<file path="src/rtl/mem_arb_pkg.sv">
// Shared definitions for the unified-memory arbiter: widths, FSM states,
// port identifiers and the wrapping address increment.
package mem_arb_pkg;

  localparam int ADDR_W    = 5;
  localparam int DATA_W    = 16;
  localparam int MAX_LEN_W = 3;

  typedef enum logic [1:0] {
    ST_IDLE  = 2'd0,
    ST_BURST = 2'd1,
    ST_DONE  = 2'd2
  } arb_state_e;

  localparam logic PORT_IF = 1'b0;
  localparam logic PORT_LS = 1'b1;

  localparam logic [MAX_LEN_W-1:0] LEN_ZERO = {MAX_LEN_W{1'b0}};
  localparam logic [MAX_LEN_W-1:0] LEN_ONE  = {{(MAX_LEN_W-1){1'b0}}, 1'b1};
  localparam logic [ADDR_W-1:0]    ADDR_ZERO = {ADDR_W{1'b0}};
  localparam logic [DATA_W-1:0]    DATA_ZERO = {DATA_W{1'b0}};

  // Next word address; the natural ADDR_W-bit overflow gives the 31 -> 0 wrap.
  function automatic logic [ADDR_W-1:0] addr_inc(input logic [ADDR_W-1:0] addr);
    return addr + {{(ADDR_W-1){1'b0}}, 1'b1};
  endfunction

endpackage

</file>
<file path="src/rtl/mem_arb_rr.sv">
// Two-requester round-robin picker. The pointer remembers the last winner
// so that on a tie the other port is chosen; it only moves on a grant.
module mem_arb_rr
  import mem_arb_pkg::*;
(
  input  logic clk,
  input  logic rst,
  input  logic req_if,
  input  logic req_ls,
  input  logic en,
  output logic valid,
  output logic winner
);

  logic last_r;

  // Choose the winner from the live requests and the last-winner pointer.
  always_comb begin
    valid  = req_if | req_ls;
    winner = PORT_IF;
    if (req_if && req_ls) begin
      if (last_r == PORT_IF) begin
        winner = PORT_LS;
      end else begin
        winner = PORT_IF;
      end
    end else if (req_ls) begin
      winner = PORT_LS;
    end else begin
      winner = PORT_IF;
    end
  end

  // Pointer register; reset to PORT_LS so that PORT_IF wins the first tie.
  always_ff @(posedge clk) begin
    if (rst) begin
      last_r <= PORT_LS;
    end else if (en) begin
      last_r <= winner;
    end else begin
      last_r <= last_r;
    end
  end

endmodule

</file>
<file path="src/rtl/mem_arbiter.sv">
// Scheduler for the single port of the 32x16 unified memory. Arbitrates
// between instruction fetch and load/store, runs one burst at a time
// (one beat per cycle), drives active-low strobes and returns read beats.
module mem_arbiter
  import mem_arb_pkg::*;
(
  input  logic                 clk,
  input  logic                 proc_rst,
  input  logic                 if_req,
  input  logic                 if_we,
  input  logic [ADDR_W-1:0]    if_addr,
  input  logic [MAX_LEN_W-1:0] if_len,
  input  logic [DATA_W-1:0]    if_wdata,
  input  logic                 ls_req,
  input  logic                 ls_we,
  input  logic [ADDR_W-1:0]    ls_addr,
  input  logic [MAX_LEN_W-1:0] ls_len,
  input  logic [DATA_W-1:0]    ls_wdata,
  output logic                 if_gnt,
  output logic                 if_wnext,
  output logic                 if_rvalid,
  output logic [DATA_W-1:0]    if_rdata,
  output logic                 if_done,
  output logic                 ls_gnt,
  output logic                 ls_wnext,
  output logic                 ls_rvalid,
  output logic [DATA_W-1:0]    ls_rdata,
  output logic                 ls_done,
  output logic [ADDR_W-1:0]    mem_addr,
  output logic [DATA_W-1:0]    mem_in,
  output logic                 mem_write,
  output logic                 mem_read,
  input  logic [DATA_W-1:0]    mem_out
);

  arb_state_e           state_r;
  arb_state_e           state_s;
  logic                 owner_r;
  logic                 we_r;
  logic [ADDR_W-1:0]    addr_r;
  logic [MAX_LEN_W-1:0] cnt_r;

  logic                 arb_valid_s;
  logic                 arb_winner_s;
  logic                 grant_s;
  logic                 last_beat_s;
  logic                 sel_we_s;
  logic [ADDR_W-1:0]    sel_addr_s;
  logic [MAX_LEN_W-1:0] sel_len_s;
  logic [DATA_W-1:0]    sel_wdata_s;
  logic [DATA_W-1:0]    own_wdata_s;
  logic                 read_beat_s;

  assign grant_s     = (state_r == ST_IDLE) && arb_valid_s;
  assign last_beat_s = (cnt_r == LEN_ZERO);
  assign read_beat_s = (mem_read == 1'b0);

  mem_arb_rr u_rr (
    .clk    (clk),
    .rst    (proc_rst),
    .req_if (if_req),
    .req_ls (ls_req),
    .en     (grant_s),
    .valid  (arb_valid_s),
    .winner (arb_winner_s)
  );

  // Attributes of the request that wins arbitration this cycle.
  always_comb begin
    sel_we_s    = if_we;
    sel_addr_s  = if_addr;
    sel_len_s   = if_len;
    sel_wdata_s = if_wdata;
    if (arb_winner_s == PORT_LS) begin
      sel_we_s    = ls_we;
      sel_addr_s  = ls_addr;
      sel_len_s   = ls_len;
      sel_wdata_s = ls_wdata;
    end else begin
      sel_we_s    = if_we;
      sel_addr_s  = if_addr;
      sel_len_s   = if_len;
      sel_wdata_s = if_wdata;
    end
  end

  // Write data of the port that owns the running burst.
  always_comb begin
    own_wdata_s = if_wdata;
    if (owner_r == PORT_LS) begin
      own_wdata_s = ls_wdata;
    end else begin
      own_wdata_s = if_wdata;
    end
  end

  // Next state, grant pulses and the write-data advance handshake.
  always_comb begin
    state_s  = state_r;
    if_gnt   = 1'b0;
    ls_gnt   = 1'b0;
    if_wnext = 1'b0;
    ls_wnext = 1'b0;
    case (state_r)
      ST_IDLE: begin
        if (arb_valid_s) begin
          state_s = ST_BURST;
          if (arb_winner_s == PORT_LS) begin
            ls_gnt   = 1'b1;
            ls_wnext = sel_we_s;
          end else begin
            if_gnt   = 1'b1;
            if_wnext = sel_we_s;
          end
        end else begin
          state_s = ST_IDLE;
        end
      end
      ST_BURST: begin
        if (last_beat_s) begin
          state_s = ST_DONE;
        end else begin
          state_s = ST_BURST;
          if (owner_r == PORT_LS) begin
            ls_wnext = we_r;
          end else begin
            if_wnext = we_r;
          end
        end
      end
      ST_DONE: begin
        state_s = ST_IDLE;
      end
      default: begin
        state_s = ST_IDLE;
      end
    endcase
  end

  // FSM state register.
  always_ff @(posedge clk) begin
    if (proc_rst) begin
      state_r <= ST_IDLE;
    end else begin
      state_r <= state_s;
    end
  end

  // Burst bookkeeping and registered memory address/data/strobes.
  always_ff @(posedge clk) begin
    if (proc_rst) begin
      owner_r   <= PORT_IF;
      we_r      <= 1'b0;
      addr_r    <= ADDR_ZERO;
      cnt_r     <= LEN_ZERO;
      mem_addr  <= ADDR_ZERO;
      mem_in    <= DATA_ZERO;
      mem_read  <= 1'b1;
      mem_write <= 1'b1;
    end else begin
      case (state_r)
        ST_IDLE: begin
          if (arb_valid_s) begin
            owner_r   <= arb_winner_s;
            we_r      <= sel_we_s;
            cnt_r     <= sel_len_s;
            addr_r    <= addr_inc(sel_addr_s);
            mem_addr  <= sel_addr_s;
            mem_read  <= sel_we_s;
            mem_write <= ~sel_we_s;
            if (sel_we_s) begin
              mem_in <= sel_wdata_s;
            end
          end else begin
            mem_read  <= 1'b1;
            mem_write <= 1'b1;
          end
        end
        ST_BURST: begin
          if (!last_beat_s) begin
            cnt_r     <= cnt_r - LEN_ONE;
            addr_r    <= addr_inc(addr_r);
            mem_addr  <= addr_r;
            mem_read  <= we_r;
            mem_write <= ~we_r;
            if (we_r) begin
              mem_in <= own_wdata_s;
            end
          end else begin
            mem_read  <= 1'b1;
            mem_write <= 1'b1;
          end
        end
        default: begin
          mem_read  <= 1'b1;
          mem_write <= 1'b1;
        end
      endcase
    end
  end

  // Read-beat capture into the owner's rdata and burst completion pulses.
  always_ff @(posedge clk) begin
    if (proc_rst) begin
      if_rvalid <= 1'b0;
      ls_rvalid <= 1'b0;
      if_rdata  <= DATA_ZERO;
      ls_rdata  <= DATA_ZERO;
      if_done   <= 1'b0;
      ls_done   <= 1'b0;
    end else begin
      if_rvalid <= read_beat_s && (owner_r == PORT_IF);
      ls_rvalid <= read_beat_s && (owner_r == PORT_LS);
      if (read_beat_s && (owner_r == PORT_IF)) begin
        if_rdata <= mem_out;
      end
      if (read_beat_s && (owner_r == PORT_LS)) begin
        ls_rdata <= mem_out;
      end
      if_done <= (state_r == ST_BURST) && last_beat_s && (owner_r == PORT_IF);
      ls_done <= (state_r == ST_BURST) && last_beat_s && (owner_r == PORT_LS);
    end
  end

endmodule

</file>
<file path="config.mk">
export PLATFORM = sky130hd
export DESIGN_NAME = mem_arbiter
export DESIGN_NICKNAME = d
export VERILOG_FILES = /design/src/rtl/mem_arb_pkg.sv /design/src/rtl/mem_arb_rr.sv /design/src/rtl/mem_arbiter.sv
export SDC_FILE = /design/constraint.sdc
export NUM_CORES = 1
export LEC_CHECK = 0
export ABC_AREA = 1
export CORE_MARGIN = 4
export CORE_UTILIZATION = 45
export CTS_BUF_LIST = sky130_fd_sc_hd__clkbuf_2 sky130_fd_sc_hd__clkbuf_4 sky130_fd_sc_hd__clkbuf_8
export DETAILED_ROUTE_END_ITERATION = 16
export GPL_ROUTABILITY_DRIVEN = 0
export PLACE_DENSITY_LB_ADDON = 0.2
export SLEW_MARGIN = 20
export SYNTH_ARGS = -nofsm -noshare
export SYNTH_HDL_FRONTEND = slang
export SYNTH_SLANG_ARGS = --single-unit
</file>
<file path="constraint.sdc">
create_clock -name clk -period 1.9 [get_ports clk]
set_clock_uncertainty 0.1 [all_clocks]
set_input_delay 0.285 -clock clk [delete_from_list [all_inputs] [get_ports clk]]
set_output_delay 0.285 -clock clk [all_outputs]
set_load 0.005 [all_outputs]
</file>
-- Word level (Yosys, flattened, before mapping)
Cells that the tools add are included.
- output and inout port bits: 63
- bits of input ports: 70
- logic and storage cells: 89
- register bits: 72
- mux-type cells: 47
- add/sub/neg operators: 3
- equal/unequal tests: 5
- bitwise logic cells: 5
- reductions and logical operators: 13
- operators by type and width (kind ; number):
    $mux W16 ; 6
    $pmux W16 S2 ; 1
    $mux W5 ; 5
    $mux W1 ; 23
    $pmux W5 S2 ; 2
    $add A5 B1 Y5 const B ; 2
    $mux W3 ; 3
    $ne A2 B2 Y1 const B ; 4
    $pmux W1 S2 ; 4
    $logic_and A1 B1 Y1 ; 7
    $pmux W3 S2 ; 1
    $reduce_and A5 Y1 ; 1
    $not A1 Y1 ; 4
    $pmux W2 S2 ; 1
    $logic_not A3 Y1 ; 1
    $reduce_and A3 Y1 ; 1
    $sub A3 B1 Y3 const B ; 1
    $eq A2 B1 Y1 const B ; 1
    $logic_not A2 Y1 ; 1
    $mux W2 ; 1
    $reduce_and A2 Y1 ; 1
    $reduce_bool A2 Y1 ; 1
    $or A1 B1 Y1 ; 1

-- Depth between registers and ports, before layout
- word-level depth: 6
- mapped depth: 10
- mapped depth without buffers: 10

-- Hierarchy
Synthesis repeated with hierarchy kept, for this count alone.
- cells, all modules: 449
- area total of the unflattened synthesis: 3295.7 sq um
- modules (own cells, without submodules) (module ; times used ; area each (sq um) ; cells each ; seq. area each (sq um)):
    mem_arbiter ; 1 ; 3240.6 ; 441 ; 1421.4
    mem_arb_rr ; 1 ; 55.1 ; 8 ; 20.0

-- Worst setup path before layout
Ideal clock, no wire load.
- path kind: reg-to-reg
- start point: register cnt_r[0]
- end point: register mem_in[5]
- buffers on the path: 1
- arrival time: 1.284 ns
- clock period less this slack: 1.500 ns
- setup time: 0.117 ns
- data required time: 1.683 ns
- path slack: 0.400 ns
- stages on the path, launching flop included: 10
- path through: dfxtp_1 > inv_1 > ha_1 > nand2_1 > nor2_2 > nor2_4 > nand3_4 > buf_6 > o21ai_1 > nor2_1
- longest elaborated chain between the ends: 3
- ends and longest elaborated chain (what ; line ; RTL):
    start: declaration ; mem_arbiter.sv:41 ; logic [MAX_LEN_W-1:0] cnt_r;
    start signal: assignment ; mem_arbiter.sv:166 ; cnt_r <= sel_len_s;
    start signal: assignment ; mem_arbiter.sv:181 ; cnt_r <= cnt_r - LEN_ONE;
    $logic_not A3 Y1 ; mem_arbiter.sv:55 ; assign last_beat_s = (cnt_r == LEN_ZERO);
    $ne A2 B2 Y1 (no line) ; - ;
    $reduce_and A5 Y1 (no line) ; - ;
    end signal: assignment ; mem_arbiter.sv:172 ; mem_in <= sel_wdata_s;
    end signal: assignment ; mem_arbiter.sv:187 ; mem_in <= own_wdata_s;
    end: declaration ; mem_arbiter.sv:30 ; output logic [DATA_W-1:0] mem_in,
No other way between the ends.
A chain may end at the register's enable or synchronous reset.

-- Worst setup path in the final report
- start point: register state_r[1]
- end point: register addr_r[4]
- longest elaborated chain between the ends: 3
- elaborated cells on any way between the ends: 7
- those cells by class: eq/ne (3); mux (1); reduce/logical (3)
- ends and longest elaborated chain (what ; line ; RTL):
    start: declaration ; mem_arbiter.sv:36 ; arb_state_e state_r;
    start signal: assignment ; mem_arbiter.sv:145 ; state_r <= state_s;
    $eq A2 B1 Y1 or $logic_not A2 Y1 (tied branches) ; mem_arbiter.sv:161 ; case (state_r)
    $ne A2 B2 Y1 (no line) or $reduce_bool A2 Y1 (tied branches) ; - ;
    $reduce_and A3 Y1 (no line) ; - ;
    end signal: assignment ; mem_arbiter.sv:167 ; addr_r <= addr_inc(sel_addr_s);
    end signal: assignment ; mem_arbiter.sv:182 ; addr_r <= addr_inc(addr_r);
    end: declaration ; mem_arbiter.sv:40 ; logic [ADDR_W-1:0] addr_r;
Parallel ways exist; a longest one is shown, timed or not.

==> reports/results.tsv <==
stage	metric	value	unit
pwr	Switch Pwr	1.77	mW
setup_path	setup slack, reg-to-reg	60	ps
clock_network	H-tree Lvls	3	
setup_path	CP Cell Sequence	buf_4 > nor2_4 > nand2_4 > buf_4 > buf_4 > nand2_2 > buf_4 > nand2_1 > a21oi_1 > nor2_1	
detailed_routing	initial drt markers	215	
detailed_routing	Total Routed Length	11.0	mm
logic_synthesis	Mapped Avg Cell Area	7.05	um^2
logic_synthesis	ys flop type	dfxtp_1	
timing	setup repair after global routing missed its margin	true	
global_routing	global route overflow	0	
layout	fin area	5240	um^2
floorplan	area of the core	7250	um^2
layout	Finished Layout Cells	738	
pwr	internal power	3.34	mW
detailed_routing	drt first pass iters	5	
setup_path	max incr delay on CP	360	ps
setup_path	CP arrival	1970	ps
place	Post-DP Area	4950	um^2
detailed_routing	drt via density	5.32	
floorplan	row count	31	
logic_synthesis	sequential share of the synthesized area	42.8	%
place	pre-CTS setup slack	-318	ps
setup_path	RR Startpoint	state_r[1]	
pwr	cell area power density	975	nW/um^2
global_routing	first-pass GRT wire length	17.2	mm
floorplan	DIE HEIGHT	94.5	um
timing	Worst Tran Pin Value	360	ps
timing	final setup vio count	0	
clock_network	cts bufs inserted	9	
detailed_routing	routed len/inst	14.9	um
global_routing	largest net degree at the start of global routing	43	
logic_synthesis	Synthesis Warnings	0	
clock_network	hold_buf cts	0	
logic_synthesis	Yosys cell types	38	
place	hpwl dp	7.82	mm
logic_synthesis	cell area after synthesis	3370	um^2
hold_path	HP Start	addr_r[2]	
layout	Syn-to-layout area delta	55.6	%
setup_path	Slowest cell on crit path	dfxtp_4	
status	run status	complete, no violations	
detailed_routing	via count	3926	
timing	Final Critical Period	1840	ps
global_routing	number of global-route vias before repair	3802	
logic_synthesis	number of synthesized flops with an enable pin	0	
setup_path	Critical path buffers and inverters	4	
floorplan	num ports	133	
detailed_routing	DRT antenna net count	0	
floorplan	initial core utilization	46.5	%
setup_path	kind of critical path	reg2reg	
global_routing	GRT Overall Usage	23.9	%
setup_path	crit path max fanout	8	
pwr	Sw Ratio	34.7	%
floorplan	die area	8940	um^2
layout	layout cell share with drive strength beyond 1	14.4	%
layout	Ant. Diodes	0	
timing	Fin. Hold Viols	0	
hold_path	Hold Path Sink	addr_r[2]	
flow_run	max_cap viols	0	
setup_path	worst endpoint required time	2030	ps
clock_network	CTS clk-pin slew, worst paths	70	ps
place	PortBufs	132	
hold_path	hold path cells	2	
floorplan	die width	94.5	um
setup_path	crit-path most repeated cell	buf_4	
pwr	Comb power frac	41.1	%
timing	f_max	0.543	GHz
pwr	Seq pwr share	38.0	%
clock_network	clk_lat worst skew	330	ps
clock_network	clock tree sinks	72	
logic_synthesis	post-synthesis cell count	478	
timing	Final Slew Violations	0	
setup_path	Setup crit end kind	flip-flop	
timing	Slew headroom	76.0	%
logic_synthesis	Net Count, Synth	550	
layout	Final nets	706	
setup_path	R2R cell count	10	
detailed_routing	residual DRC count	0	
pwr	maximum VDD drop	0.648	mV
place	Placed Instances	715	
clock_network	clock buffer depth	2	
timing	setup slack after layout	60.1	ps
pwr	clock power share	20.9	%
setup_path	CP startpoint kind	flip-flop	
timing	fin crit share	96.8	%
global_routing	initial antenna violation count	0	
hold_path	min-delay worst type	reg2reg	
logic_synthesis	#FFs+latches synth	72	
pwr	leakage power	2.24	nW
setup_path	cell family with most CP delay	buffers and inverters	
clock_network	CTS tree	done	
clock_network	root buffer cell	clkbuf_8	
logic_synthesis	Async S/R FF share, synth	0	%
setup_path	R2R Path End	addr_r[4]	
## metrics by stage
stage | hold WS, ps | utilization [%] | setup TNS [ps] | total power [mW]
2_1_floorplan | 269 | - | 0 | 2.94
5_1_grt | 405 | 72.3 | -108 | 5.45
3_5_place_dp | 362 | 68.3 | -6510 | 3.94
6_report | 369 | 72.3 | 0 | 5.11
3_3_place_gp | 354 | 68.3 | -4920 | 3.87
4_1_cts | 373 | 71.5 | -79.0 | 5.06
## routing by layer
metal | vias up | track usage (%) | share of wire (%)
met5 | - | 0 | 0
met4 | 0 | 7.93 | 1.8
met3 | 19 | 7.65 | 9.4
met2 | 169 | 40.4 | 47
met1 | 1824 | 28.9 | 41
li1 | 1914 | - | -
## synth_stat cells, types with 2 or more instances
library cell	count	area, um^2
clkinv_1	2	7.51
o211ai_1	5	37.5
o22ai_1	16	100
o21ai_0	79	395
buf_2	8	40.0
nor2_4	2	22.5
a21oi_1	12	60.1
a31oi_1	16	100
nand3_1	16	80.1
ha_1	2	25.0
nor2_2	3	18.8
nand2_2	3	18.8
dfxtp_1	72	1440
nand2_1	33	124
nor3_1	2	10.0
nor2_1	129	484
inv_1	29	109
and2_1	2	12.5
o21ai_1	10	50.1
clkbuf_1	17	63.8
o21ai_2	2	17.5
buf_6	2	22.5
## cell usage in the layout, fill, tap and decap left out, types with 3 or more instances in the layout
cell and n:
nor2_1 127, clkdlybuf4s50_1 126, o21ai_0 78, dfxtp_1 69, buf_4 40, nand2_1 31, inv_1 25, a31oi_1 16
o22ai_1 16, nand3_1 14, a21oi_1 12, o21ai_1 11, clkbuf_8 9, inv_2 5, o211ai_1 5, nand2_2 4
nor2_2 4, nand3_2 4, dlygate4sd2_1 4, nor2_4 3
## worst max path at each step
stage / start / to / slack, ps / depth (start not counted)
3_5_place_dp: if_req / if_wnext / -320 / 7
6_report: state_r[1] / addr_r[4] / 60 / 10
5_1_grt: state_r[0] / addr_r[1] / -30 / 11
3_3_place_gp: if_req / if_wnext / -280 / 7
4_1_cts: cnt_r[0] / if_wnext / -50 / 7
2_1_floorplan: cnt_r[0] / mem_in[5] / 400 / 9
## logic make-up after synthesis
logic type               Yosys count  synth area share, %
AND/OR/NAND/NOR                  195                 24.4
AO/OA/AOI/OAI                    146                 24.1
flip-flops                        72                 42.8
buffers and inverters             63                 7.98
adder cells (fa/ha/maj)            2                0.743
## layout make-up
cell class	count	area [um^2]
inverters	33	133
clock inverters	6	43.8
fillers	604	2010
multi-input cells	344	1720
flip-flops and latches	72	1450
clock buffers	10	131
repair buffers	174	1650
well taps	99	124
## what timing repair did
item,4_1_cts,5_1_grt
cloned,0,1
buffers inserted,5,1
hold endpoints to repair,0,0
gates resized for setup,19,17
endpoints found under the setup margin,4,30
pin swaps,3,3
## power groups by stage
stage / registers, mW / logic [mW] / clock network [mW]
2_1_floorplan: 1.97 / 0.971 / 0
5_1_grt: 1.98 / 2.31 / 1.17
3_3_place_gp: 1.96 / 1.91 / 0
3_5_place_dp: 1.97 / 1.97 / 0
4_1_cts: 1.94 / 2.02 / 1.10
6_report: 1.94 / 2.10 / 1.07
## tightest hold or removal path: cells and delay by family, from the launching register on
kind,cells,cell delay [ps]
DFF,1,310
AOI/OAI and AO/OA,1,60
and+or+nand+nor,1,60
## flip-flops by register name (all words and copies together) (netlist names), 2 cells and up
| signal | flops |
|---|---|
| if_rdata | 16 |
| ls_rdata | 16 |
| mem_in | 16 |
| addr_r | 5 |
| mem_addr | 5 |
| cnt_r | 3 |
| state_r | 2 |
Power figures use the tool's default switching activity.
